--- src/rtl/music_note_synth.sv ---
// rtl/music_note_synth.sv - phase-accumulator note synth with waveform select, attack/release envelope and one-entry note queue
// Optional GLIDE_EN: slew the increment toward a new note instead of release-then-attack.
module music_note_synth #(
  parameter int DATA_W       = 12,
  parameter int ACC_W        = 24,
  parameter int ENV_W        = 8,
  parameter int SAMPLE_DIV   = 5000,
  parameter int ATTACK_STEP  = 16,
  parameter int RELEASE_STEP = 16,
  parameter int GLIDE_STEP   = 64
) (
  input  logic              clk,
  input  logic              rst_n,
  input  logic              note_valid,
  output logic              note_ready,
  input  logic [4:0]        note_idx,
  input  logic [1:0]        mode,
  output logic [DATA_W-1:0] sample,
  output logic              sample_valid,
  output logic              active
);

  localparam int CNT_W = (SAMPLE_DIV > 1) ? $clog2(SAMPLE_DIV) : 1;
  localparam logic [ENV_W-1:0] ENV_MAX = '1;
  localparam logic [4:0] REST = 5'd31;

  typedef enum logic [1:0] {IDLE, ATTACK, SUSTAIN, RELEASE} state_t;

  state_t                  state_q, state_d;
  logic [CNT_W-1:0]        cnt_q, cnt_d;
  logic [ACC_W-1:0]        phase_q, phase_d, inc_q, inc_d;
  logic [ENV_W-1:0]        env_q, env_d;
  logic [4:0]              cur_q, cur_d, pend_q, pend_d;
  logic                    pend_vld_q, pend_vld_d;
  logic [DATA_W-1:0]       sample_q, sample_d;
  logic                    sample_valid_q, sample_valid_d;
`ifdef GLIDE_EN
  logic [ACC_W-1:0]        tgt_q, tgt_d;
`endif

  logic                    tick, accept;
  logic [DATA_W-1:0]       wave, tri_t;
  logic [DATA_W+ENV_W-1:0] prod;
  logic [ENV_W:0]          env_sum;

  // Values are round(220 * 2^(n/12) * 2^24 / 20000): a 24-bit accumulator at a 20 kHz tick.
  function automatic logic [ACC_W-1:0] inc_rom(input logic [4:0] n);
    logic [23:0] v;
    case (n)
      5'd0:  v = 24'd184549;   5'd1:  v = 24'd195523;   5'd2:  v = 24'd207150;
      5'd3:  v = 24'd219467;   5'd4:  v = 24'd232518;   5'd5:  v = 24'd246344;
      5'd6:  v = 24'd260992;   5'd7:  v = 24'd276512;   5'd8:  v = 24'd292954;
      5'd9:  v = 24'd310374;   5'd10: v = 24'd328830;   5'd11: v = 24'd348383;
      5'd12: v = 24'd369099;   5'd13: v = 24'd391047;   5'd14: v = 24'd414299;
      5'd15: v = 24'd438935;   5'd16: v = 24'd465035;   5'd17: v = 24'd492688;
      5'd18: v = 24'd521984;   5'd19: v = 24'd553023;   5'd20: v = 24'd585908;
      5'd21: v = 24'd620748;   5'd22: v = 24'd657659;   5'd23: v = 24'd696766;
      5'd24: v = 24'd738198;   5'd25: v = 24'd782093;   5'd26: v = 24'd828599;
      5'd27: v = 24'd877870;   5'd28: v = 24'd930071;   5'd29: v = 24'd985375;
      5'd30: v = 24'd1043969;
      default: v = 24'd0;
    endcase
    return ACC_W'(v);
  endfunction

  assign tick       = (cnt_q == CNT_W'(SAMPLE_DIV - 1));
  assign note_ready = !pend_vld_q;
  assign accept     = note_valid && note_ready;

  always_comb begin
    state_d        = state_q;
    cnt_d          = tick ? '0 : cnt_q + CNT_W'(1);
    phase_d        = phase_q;
    inc_d          = inc_q;
    env_d          = env_q;
    cur_d          = cur_q;
    pend_d         = pend_q;
    pend_vld_d     = pend_vld_q;
    sample_d       = sample_q;
    sample_valid_d = tick;
`ifdef GLIDE_EN
    tgt_d          = tgt_q;
`endif
    wave           = '0;
    tri_t          = '0;
    prod           = '0;
    env_sum        = '0;

    // Tick effects first; note acceptance below sees the post-tick state.
    if (tick) begin
      if (state_q != IDLE) phase_d = phase_q + inc_q;
      case (state_q)
        ATTACK: begin
          env_sum = {1'b0, env_q} + (ENV_W+1)'(ATTACK_STEP);
          if (env_sum >= {1'b0, ENV_MAX}) begin
            env_d   = ENV_MAX;
            state_d = SUSTAIN;
          end else begin
            env_d = env_sum[ENV_W-1:0];
          end
        end
        RELEASE: begin
          env_d = ({1'b0, env_q} > (ENV_W+1)'(RELEASE_STEP)) ? env_q - ENV_W'(RELEASE_STEP) : '0;
          if (env_d == '0) begin
            pend_vld_d = 1'b0;
            if (pend_q == REST) begin
              state_d = IDLE;
            end else begin
              state_d = ATTACK;
              cur_d   = pend_q;
              inc_d   = inc_rom(pend_q);
              phase_d = '0;
`ifdef GLIDE_EN
              tgt_d   = inc_rom(pend_q);
`endif
            end
          end
        end
        default: ;
      endcase
`ifdef GLIDE_EN
      if (state_q == ATTACK || state_q == SUSTAIN) begin
        if (inc_q < tgt_q)
          inc_d = (tgt_q - inc_q > ACC_W'(GLIDE_STEP)) ? inc_q + ACC_W'(GLIDE_STEP) : tgt_q;
        else if (inc_q > tgt_q)
          inc_d = (inc_q - tgt_q > ACC_W'(GLIDE_STEP)) ? inc_q - ACC_W'(GLIDE_STEP) : tgt_q;
      end
`endif
      case (mode)
        2'd0: wave = phase_d[ACC_W-1] ? '0 : '1;
        2'd1: begin
          tri_t = phase_d[ACC_W-2 -: DATA_W];
          wave  = phase_d[ACC_W-1] ? ~tri_t : tri_t;
        end
        2'd2: wave = phase_d[ACC_W-1 -: DATA_W];
        default: wave = (phase_d[ACC_W-1 -: 2] == 2'b00) ? '1 : '0;
      endcase
      prod     = {{ENV_W{1'b0}}, wave} * {{DATA_W{1'b0}}, env_d};
      sample_d = (state_d == IDLE) ? '0 : DATA_W'(prod >> ENV_W);
    end

    if (accept) begin
      case (state_d)
        IDLE: begin
          if (note_idx != REST) begin
            state_d = ATTACK;
            cur_d   = note_idx;
            inc_d   = inc_rom(note_idx);
            phase_d = '0;
`ifdef GLIDE_EN
            tgt_d   = inc_rom(note_idx);
`endif
          end
        end
        ATTACK, SUSTAIN: begin
          if (note_idx != cur_d) begin
`ifdef GLIDE_EN
            if (note_idx != REST) begin
              tgt_d = inc_rom(note_idx);
              cur_d = note_idx;
            end else begin
              pend_d     = note_idx;
              pend_vld_d = 1'b1;
              state_d    = RELEASE;
            end
`else
            pend_d     = note_idx;
            pend_vld_d = 1'b1;
            state_d    = RELEASE;
`endif
          end
        end
        default: ;
      endcase
    end
  end

  always_ff @(posedge clk or negedge rst_n) begin
    if (!rst_n) begin
      state_q        <= IDLE;
      cnt_q          <= '0;
      phase_q        <= '0;
      inc_q          <= '0;
      env_q          <= '0;
      cur_q          <= '0;
      pend_q         <= '0;
      pend_vld_q     <= 1'b0;
      sample_q       <= '0;
      sample_valid_q <= 1'b0;
`ifdef GLIDE_EN
      tgt_q          <= '0;
`endif
    end else begin
      state_q        <= state_d;
      cnt_q          <= cnt_d;
      phase_q        <= phase_d;
      inc_q          <= inc_d;
      env_q          <= env_d;
      cur_q          <= cur_d;
      pend_q         <= pend_d;
      pend_vld_q     <= pend_vld_d;
      sample_q       <= sample_d;
      sample_valid_q <= sample_valid_d;
`ifdef GLIDE_EN
      tgt_q          <= tgt_d;
`endif
    end
  end

  assign sample       = sample_q;
  assign sample_valid = sample_valid_q;
  assign active       = (state_q != IDLE);

endmodule

--- config.mk ---
export PLATFORM = sky130hd
export DESIGN_NAME = music_note_synth
export DESIGN_NICKNAME = d
export VERILOG_FILES = /design/src/rtl/music_note_synth.sv
export SDC_FILE = /design/constraint.sdc
export NUM_CORES = 1
export LEC_CHECK = 0
export ABC_CLOCK_PERIOD_IN_PS = 14600
export BUFFER_PORTS_ARGS = -buffer_cell sky130_fd_sc_hd__buf_4
export CORE_MARGIN = 2
export CORE_UTILIZATION = 50
export CTS_BUF_LIST = sky130_fd_sc_hd__clkbuf_8
export DETAILED_ROUTE_END_ITERATION = 6
export MAX_ROUTING_LAYER = met4
export PLACE_DENSITY_LB_ADDON = 0.25
export SYNTH_ARGS = -nofsm -noshare
export SYNTH_HDL_FRONTEND = slang
export SYNTH_SLANG_ARGS = --single-unit
--- constraint.sdc ---
create_clock -name clk -period 14.6 [get_ports clk]
set_input_delay 2.19 -clock clk [delete_from_list [all_inputs] [get_ports clk]]
set_output_delay 2.19 -clock clk [all_outputs]
set_load 0.02 [all_outputs]
==> results of run 1 <==
## synth_stat cells, drive strengths merged, types with 9 or more instances
| library cell | count | share of area, % |
|---|---|---|
| xnor2 | 31 | 2.5 |
| clkbuf | 74 | 2.5 |
| fa | 60 | 11 |
| a31oi | 18 | 1.0 |
| or3 | 12 | 0.68 |
| nand2 | 124 | 4.2 |
| mux2i | 16 | 1.5 |
| xor2 | 13 | 1.0 |
| a21o | 15 | 1.0 |
| a22o | 9 | 0.71 |
| dfrtp | 95 | 21 |
| o22ai | 10 | 0.56 |
| nor2b | 9 | 0.51 |
| o21ai | 98 | 4.4 |
| buf | 12 | 0.46 |
| nand3 | 35 | 1.6 |
| and2 | 9 | 0.51 |
| nand2b | 24 | 1.4 |
| o21a | 9 | 0.61 |
| inv | 108 | 3.7 |
| o211ai | 23 | 1.6 |
| nor2 | 143 | 4.8 |
| nor3 | 30 | 1.4 |
| a21oi | 121 | 5.5 |
| and3 | 11 | 0.62 |
| ha | 94 | 11 |
| o31ai | 9 | 0.65 |
| or2 | 10 | 0.56 |
| a211oi | 41 | 2.8 |
| nand4 | 13 | 0.73 |
## sequential cells by signal, summed over array words and instances, names as in the netlist
signal        count
env_q             8
phase_q          24
sample           12
pend_q            5
sample_valid      1
pend_vld_q        1
cnt_q            13
cur_q             5
state_q           2
inc_q            24
## per-stage QoR
step	instances	hold WS, ns	worst slack, ns
after floorplan	1384	0.460	5.78
after detailed placement	1619	0.485	4.64
final	1635	0.507	4.43
after CTS	1635	0.508	4.56
after global placement	1619	0.480	4.86
after global routing	1635	0.528	3.62
## worst max-delay path: cells and delay by family (launching register included)
family | cells | cell delay [ns]
compound gates | 22 | 4.73
fa+ha+maj | 8 | 3.18
simple gates | 7 | 1.42
flops | 1 | 0.40
buf+inv | 4 | 0.22
xor+xnor | 1 | 0.13
## worst max path at each step
stage	slack [ns]	depth (start not counted)	endpoint
after floorplan	5.78	42	sample[11]
after global placement	4.86	42	sample[11]
after detailed placement	4.64	41	sample[11]
after CTS	4.56	41	sample[11]
after global routing	3.62	41	sample[11]
final	4.43	42	sample[11]
## kinds of logic after synthesis
family	after synthesis
mux	29
xor+xnor	44
buf+inv	196
flops	95
compound gates	420
fa+ha+maj	154
simple gates	446
## area by class of cell
cell class              count  area share (%)
clock buffers               9            1.07
clock inverters             7           0.625
inverters                 110            3.56
multi-input cells        1093            68.6
flip-flops and latches     95            20.5
well taps                 280            3.02
repair buffers             41            2.65
## per-layer routing
metal	GRT usage (%)	up-vias
li1	-	4844
met1	38.3	4727
met2	37.8	324
met3	4.00	41
met4	7.36	0
met5	-	-
## report_power, final
part | switching, uW | leakage [uW] | internal (uW)
sequential | 0 | 0.00110 | 263
clock | 116 | 0.0000966 | 67.0
combinational | 41.1 | 0.00401 | 17.2
total | 157 | 0.00521 | 347
==> run_results.csv, run 1 <==
group,metric,value,unit
global_route,grt_max_degree,61,
detailed_routing,route.met2.wl,12500,um
yosys,syn_inst,1384,
clocking,numCtsBuffers,9,
sta,post-route-period-util,69.7,%
outcome,run_status,"completed",
detailed_routing,vias_per_cell,6.08,
worst_setup_path,rr_endpoint,"sample[11]",
finish,drive_above_1_share,6.86,%
detailed_routing,wirelength,28800,um
min_path,holdPathEnd,"cnt_q[5]",
die,floorplan.initialDensity,50.9,%
finish,regArea,2380,sq um
sta,tns,0,ns
power,ir_drop,0.0000334,V
worst_setup_path,rr_worst_depth,42,
finish,area_growth,4.76,%
sta,setup_viol,0,
detailed_routing,remaining_drc_errors,0,
yosys,synth_compound_area_share,24.8,%
worst_setup_path,worst-path-max-fanout,10,
detailed_routing,routed-wl-met3,2040,um
placement,dp_hpwl,21200,um
yosys,ys_seq_area_share,21.5,%
sta,finalMaxSlewViolations,0,
yosys,synth_top_family_by_area,"compound AO/OA/AOI/OAI gates",
die,core,21800,sq um
yosys,synth.distinct_cells,82,
yosys,syn_area,11100,sq um
finish,final_common_cell,"nor2_1",
finish,final_cell_mix,"nor2_1, nand2_1, a21oi_1",
yosys,ys_async_sr_fraction,100,%
yosys,yosysWarnings,0,
finish,nFillCells,2048,
worst_setup_path,ff2ff_setup_slack,4.43,ns
die,die_w,153,um
yosys,ys_ff_latch,95,
clocking,clock_latency,0.40,ns
min_path,min_path_cells,1,
sta,min_period,10.17,ns
sta,max_freq,0.0983,GHz
finish,multi_input_area,7970,sq um
yosys,syn_nets,1548,
yosys,synth-edff-count,0,
global_route,grt_use_total,26.2,%
die,die_area,23400,sq um
detailed_routing,dr.pass1.iters,5,
detailed_routing,top_layer,"met4",
detailed_routing,via_count,9936,
power,p_total,504,uW
global_route,grt_pass1_wl,49000,um
clocking,holdBufCountCts,0,
yosys,synth_flop_cell,"dfrtp_1",
sta,slew_headroom,19.7,%
die,std_cell_rows,54,
sta,worst_slew_pin_slew,1.19,ns
clocking,cts_resized,0,
placement,dpl-instance-area,11400,sq um
min_path,hp-class,"flop to flop",
yosys,yosys.area_share.adder,21.5,%
finish,n_antenna_cell,0,
sta,rsz0062_at_grt,"no",
job,maxCapViolCount,0,
detailed_routing,postRouteAntennaNets,0,
placement,port_buffers,24,
min_path,min_from,"cnt_q[5]",
power,power.density,43.5,nW/um^2
global_route,gr-total-overflow,0,
finish,fin_area,11600,sq um
global_route,antenna_found_initial,0,
finish,fin_nets,1514,
worst_setup_path,max_stage_delay,0.55,ns
worst_setup_path,path_class,"flop to flop",
yosys,synthXorXnorAreaFrac,3.48,%
die,die_y,153,um
worst_setup_path,startpoint_type,"flop",
clocking,post_cts_buffers,0,
sta,finalHoldViolCount,0,
power,power_leakage,0.00521,uW
worst_setup_path,rr_startpoint,"phase_q[0]",
yosys,syn_area_per_cell,8.01,sq um
global_route,grt_pass1_vias,9400,
worst_setup_path,end_kind,"flop",
worst_setup_path,crit_slowest_cell,"nor2_1",
worst_setup_path,crit_arrival,10.48,ns
clocking,htreeDepth,3,
yosys,synth.area.mux_share,3.31,%
sta,clock_skew,0.0181,ns
worst_setup_path,setup.worst_path.start,"phase_q[0]",
clocking,clk_root_buffer_cell,"clkbuf_8",
detailed_routing,wl_met1,13700,um
finish,post-route-util,53.4,%
yosys,synth_simple_gate_area_share,18.8,%
die,boundaryPins,25,
clocking,cts_tree,"built",
clocking,cts_max_path_buffers,2,
detailed_routing,wire_per_inst,17.6,um
clocking,clkSlewWorstSetupHoldPaths,0.12,ns
detailed_routing,dr.first_iter.drc_count,794,
placement,gp_congestion,0.928,
worst_setup_path,worstPathRequired,14.91,ns
clocking,cts_sinks,95,
No activity file was read; power rests on OpenSTA's default activity.
==> run 2, diff against run 1 <==
--- a/config.mk
+++ b/config.mk
@@ -5,7 +5,7 @@
 export SDC_FILE = /design/constraint.sdc
 export NUM_CORES = 1
 export LEC_CHECK = 0
-export ABC_CLOCK_PERIOD_IN_PS = 14600
+export ABC_CLOCK_PERIOD_IN_PS = 9950
 export BUFFER_PORTS_ARGS = -buffer_cell sky130_fd_sc_hd__buf_4
 export CORE_MARGIN = 2
 export CORE_UTILIZATION = 50
==> constraint.sdc (replaced) <==
create_clock -name clk -period 9.95 [get_ports clk]
set_input_delay 1.4925 -clock clk [delete_from_list [all_inputs] [get_ports clk]]
set_output_delay 1.4925 -clock clk [all_outputs]
set_load 0.02 [all_outputs]
==> run 2 against run 1 <==
Setup slack worse by 3.8 ns. Clock power up 47%. First-iteration DRC count shrank 2.4%. Largest cell class unchanged. Sequential power grew 47%. Hold slack lost 0.0023 ns.
==> run_results.csv, run 2 (synthesis results as in run 1) <==
group,metric,value,unit
power,power_leakage,0.00524,uW
clocking,cts_sinks,95,
global_route,met2_usage,37.8,%
worst_setup_path,critPathMostFrequentCell,"fa_1",
clocking,holdBufCountCts,0,
die,boundaryPins,25,
clocking,clkSlewWorstSetupHoldPaths,0.11,ns
detailed_routing,postRouteAntennaNets,0,
worst_setup_path,crit_slowest_cell,"fa_1",
finish,reg_top3,"inc_q: 24 flops, phase_q: 24 flops, cnt_q: 13 flops",
worst_setup_path,worst-path-max-fanout,10,
power,p_total,742,uW
min_path,hp-class,"flop to flop",
die,core,21800,sq um
job,maxCapViolCount,0,
sta,setup_viol,0,
finish,nFillCells,2050,
clocking,numCtsBuffers,9,
finish,final_cell_mix,"nor2_1, nand2_1, a21oi_1",
sta,worst_slew_pin_slew,1.20,ns
detailed_routing,wire_per_inst,17.6,um
die,floorplan.initialDensity,50.9,%
detailed_routing,remaining_drc_errors,0,
clocking,cts_tree,"built",
worst_setup_path,rr_endpoint,"sample[7]",
worst_setup_path,rr_worst_depth,42,
finish,drive_above_1_share,7.57,%
worst_setup_path,rr_startpoint,"phase_q[0]",
global_route,grt_pass1_wl,47900,um
placement,dp_hpwl,20900,um
worst_setup_path,crit_arrival,9.68,ns
min_path,min_path_cells,1,
global_route,grt_max_degree,60,
min_path,holdPathEnd,"cnt_q[5]",
detailed_routing,via_count,9978,
clocking,cts_max_path_buffers,2,
placement,pre_cts_ws,0.168,ns
die,std_cell_rows,54,
placement,port_buffers,24,
finish,fin_nets,1519,
detailed_routing,dr.pass1.iters,5,
sta,min_period,9.37,ns
global_route,met1_usage,37.1,%
worst_setup_path,startpoint_type,"flop",
sta,slew_headroom,19.8,%
sta,setup_ws,0.578,ns
worst_setup_path,worstPathRequired,10.26,ns
global_route,gr-total-overflow,0,
sta,max_freq,0.107,GHz
worst_setup_path,max_stage_delay,0.54,ns
power,ir_drop,0.0000568,V
outcome,run_status,"completed",
min_path,min_from,"cnt_q[5]",
die,die_y,153,um
worst_setup_path,ff2ff_setup_slack,0.58,ns
detailed_routing,dr.first_iter.drc_count,775,
worst_setup_path,path_class,"flop to flop",
global_route,grt_pass1_vias,9251,
sta,post-route-period-util,94.2,%
sta,finalMaxSlewViolations,0,
worst_setup_path,end_kind,"flop",
die,die_area,23400,sq um
global_route,antenna_found_initial,2,
power,power.density,63.6,nW/um^2
detailed_routing,vias_per_cell,6.08,
sta,clock_skew,0.0125,ns
clocking,clk_root_buffer_cell,"clkbuf_8",
global_route,met3_usage,4.20,%
global_route,grt.busiest_layer,"met2",
global_route,grt_use_total,25.7,%
finish,final_common_cell,"nor2_1",
clocking,clock_latency,0.41,ns
placement,gp_congestion,0.919,
detailed_routing,wirelength,28800,um
sta,finalHoldViolCount,0,
die,die_w,153,um
clocking,htreeDepth,3,
finish,area_growth,5.36,%
==> run 2: metal layers <==
layer  vias up  wire [um]
li1       4867          -
met1      4761      13800
met2       324      12600
met3        26       1990
met4         0        406
met5         -          0
==> run 2: worst max-delay path, delay by kind of cell, from the launching register on <==
family	cells	cell delay, ns
AOI/OAI and AO/OA	20	3.46
adders and majority gates	8	3.21
buffers and inverters	5	0.40
DFF	1	0.40
and+or+nand+nor	9	1.81
==> run 2: what timing repair did <==
item	4_1_cts	5_1_grt
resized for setup	0	8
setup buffers	0	0
endpoints found under the setup margin	0	9
==> run 2: how the worst max path moves through the flow <==
stage / endpoint / start / slack [ns] / depth (start not counted)
after CTS: sample[7] / phase_q[0] / 0.10 / 42
after global placement: sample[11] / phase_q[0] / 0.36 / 42
after floorplan: sample[11] / phase_q[0] / 1.13 / 42
after global routing: sample[7] / phase_q[0] / -0.03 / 42
final: sample[7] / phase_q[0] / 0.58 / 42
after detailed placement: sample[7] / phase_q[0] / 0.17 / 42
==> run 2: layout make-up <==
type / instances / area (sq um) / area share (%)
Clock inverter: 7 / 67.6 / 0.579
Timing Repair Buffer: 46 / 345 / 2.96
Antenna cell: 1 / 2.50 / 0.0214
Clock buffer: 9 / 124 / 1.06
Multi-Input combinational cell: 1093 / 8000 / 68.5
Tap cell: 280 / 350 / 3.00
Sequential cell: 95 / 2380 / 20.4
Inverter: 110 / 413 / 3.54
==> run 2: metrics by stage <==
stage | hold slack, ns | cells | TNS, ns | util (%) | area, sq um
floorplan | 0.460 | 1384 | 0 | - | 11100
global placement | 0.480 | 1624 | 0 | 52.6 | 11500
detailed placement | 0.485 | 1624 | 0 | 52.6 | 11500
CTS | 0.505 | 1640 | 0 | 53.5 | 11600
global route | 0.524 | 1641 | -0.0496 | 53.7 | 11700
finish | 0.505 | 1641 | 0 | 53.7 | 11700
==> run 2: report_power, final <==
group	internal [uW]	switching, uW
sequential	386	0
clock	96.7	172
combinational	25.9	61.2
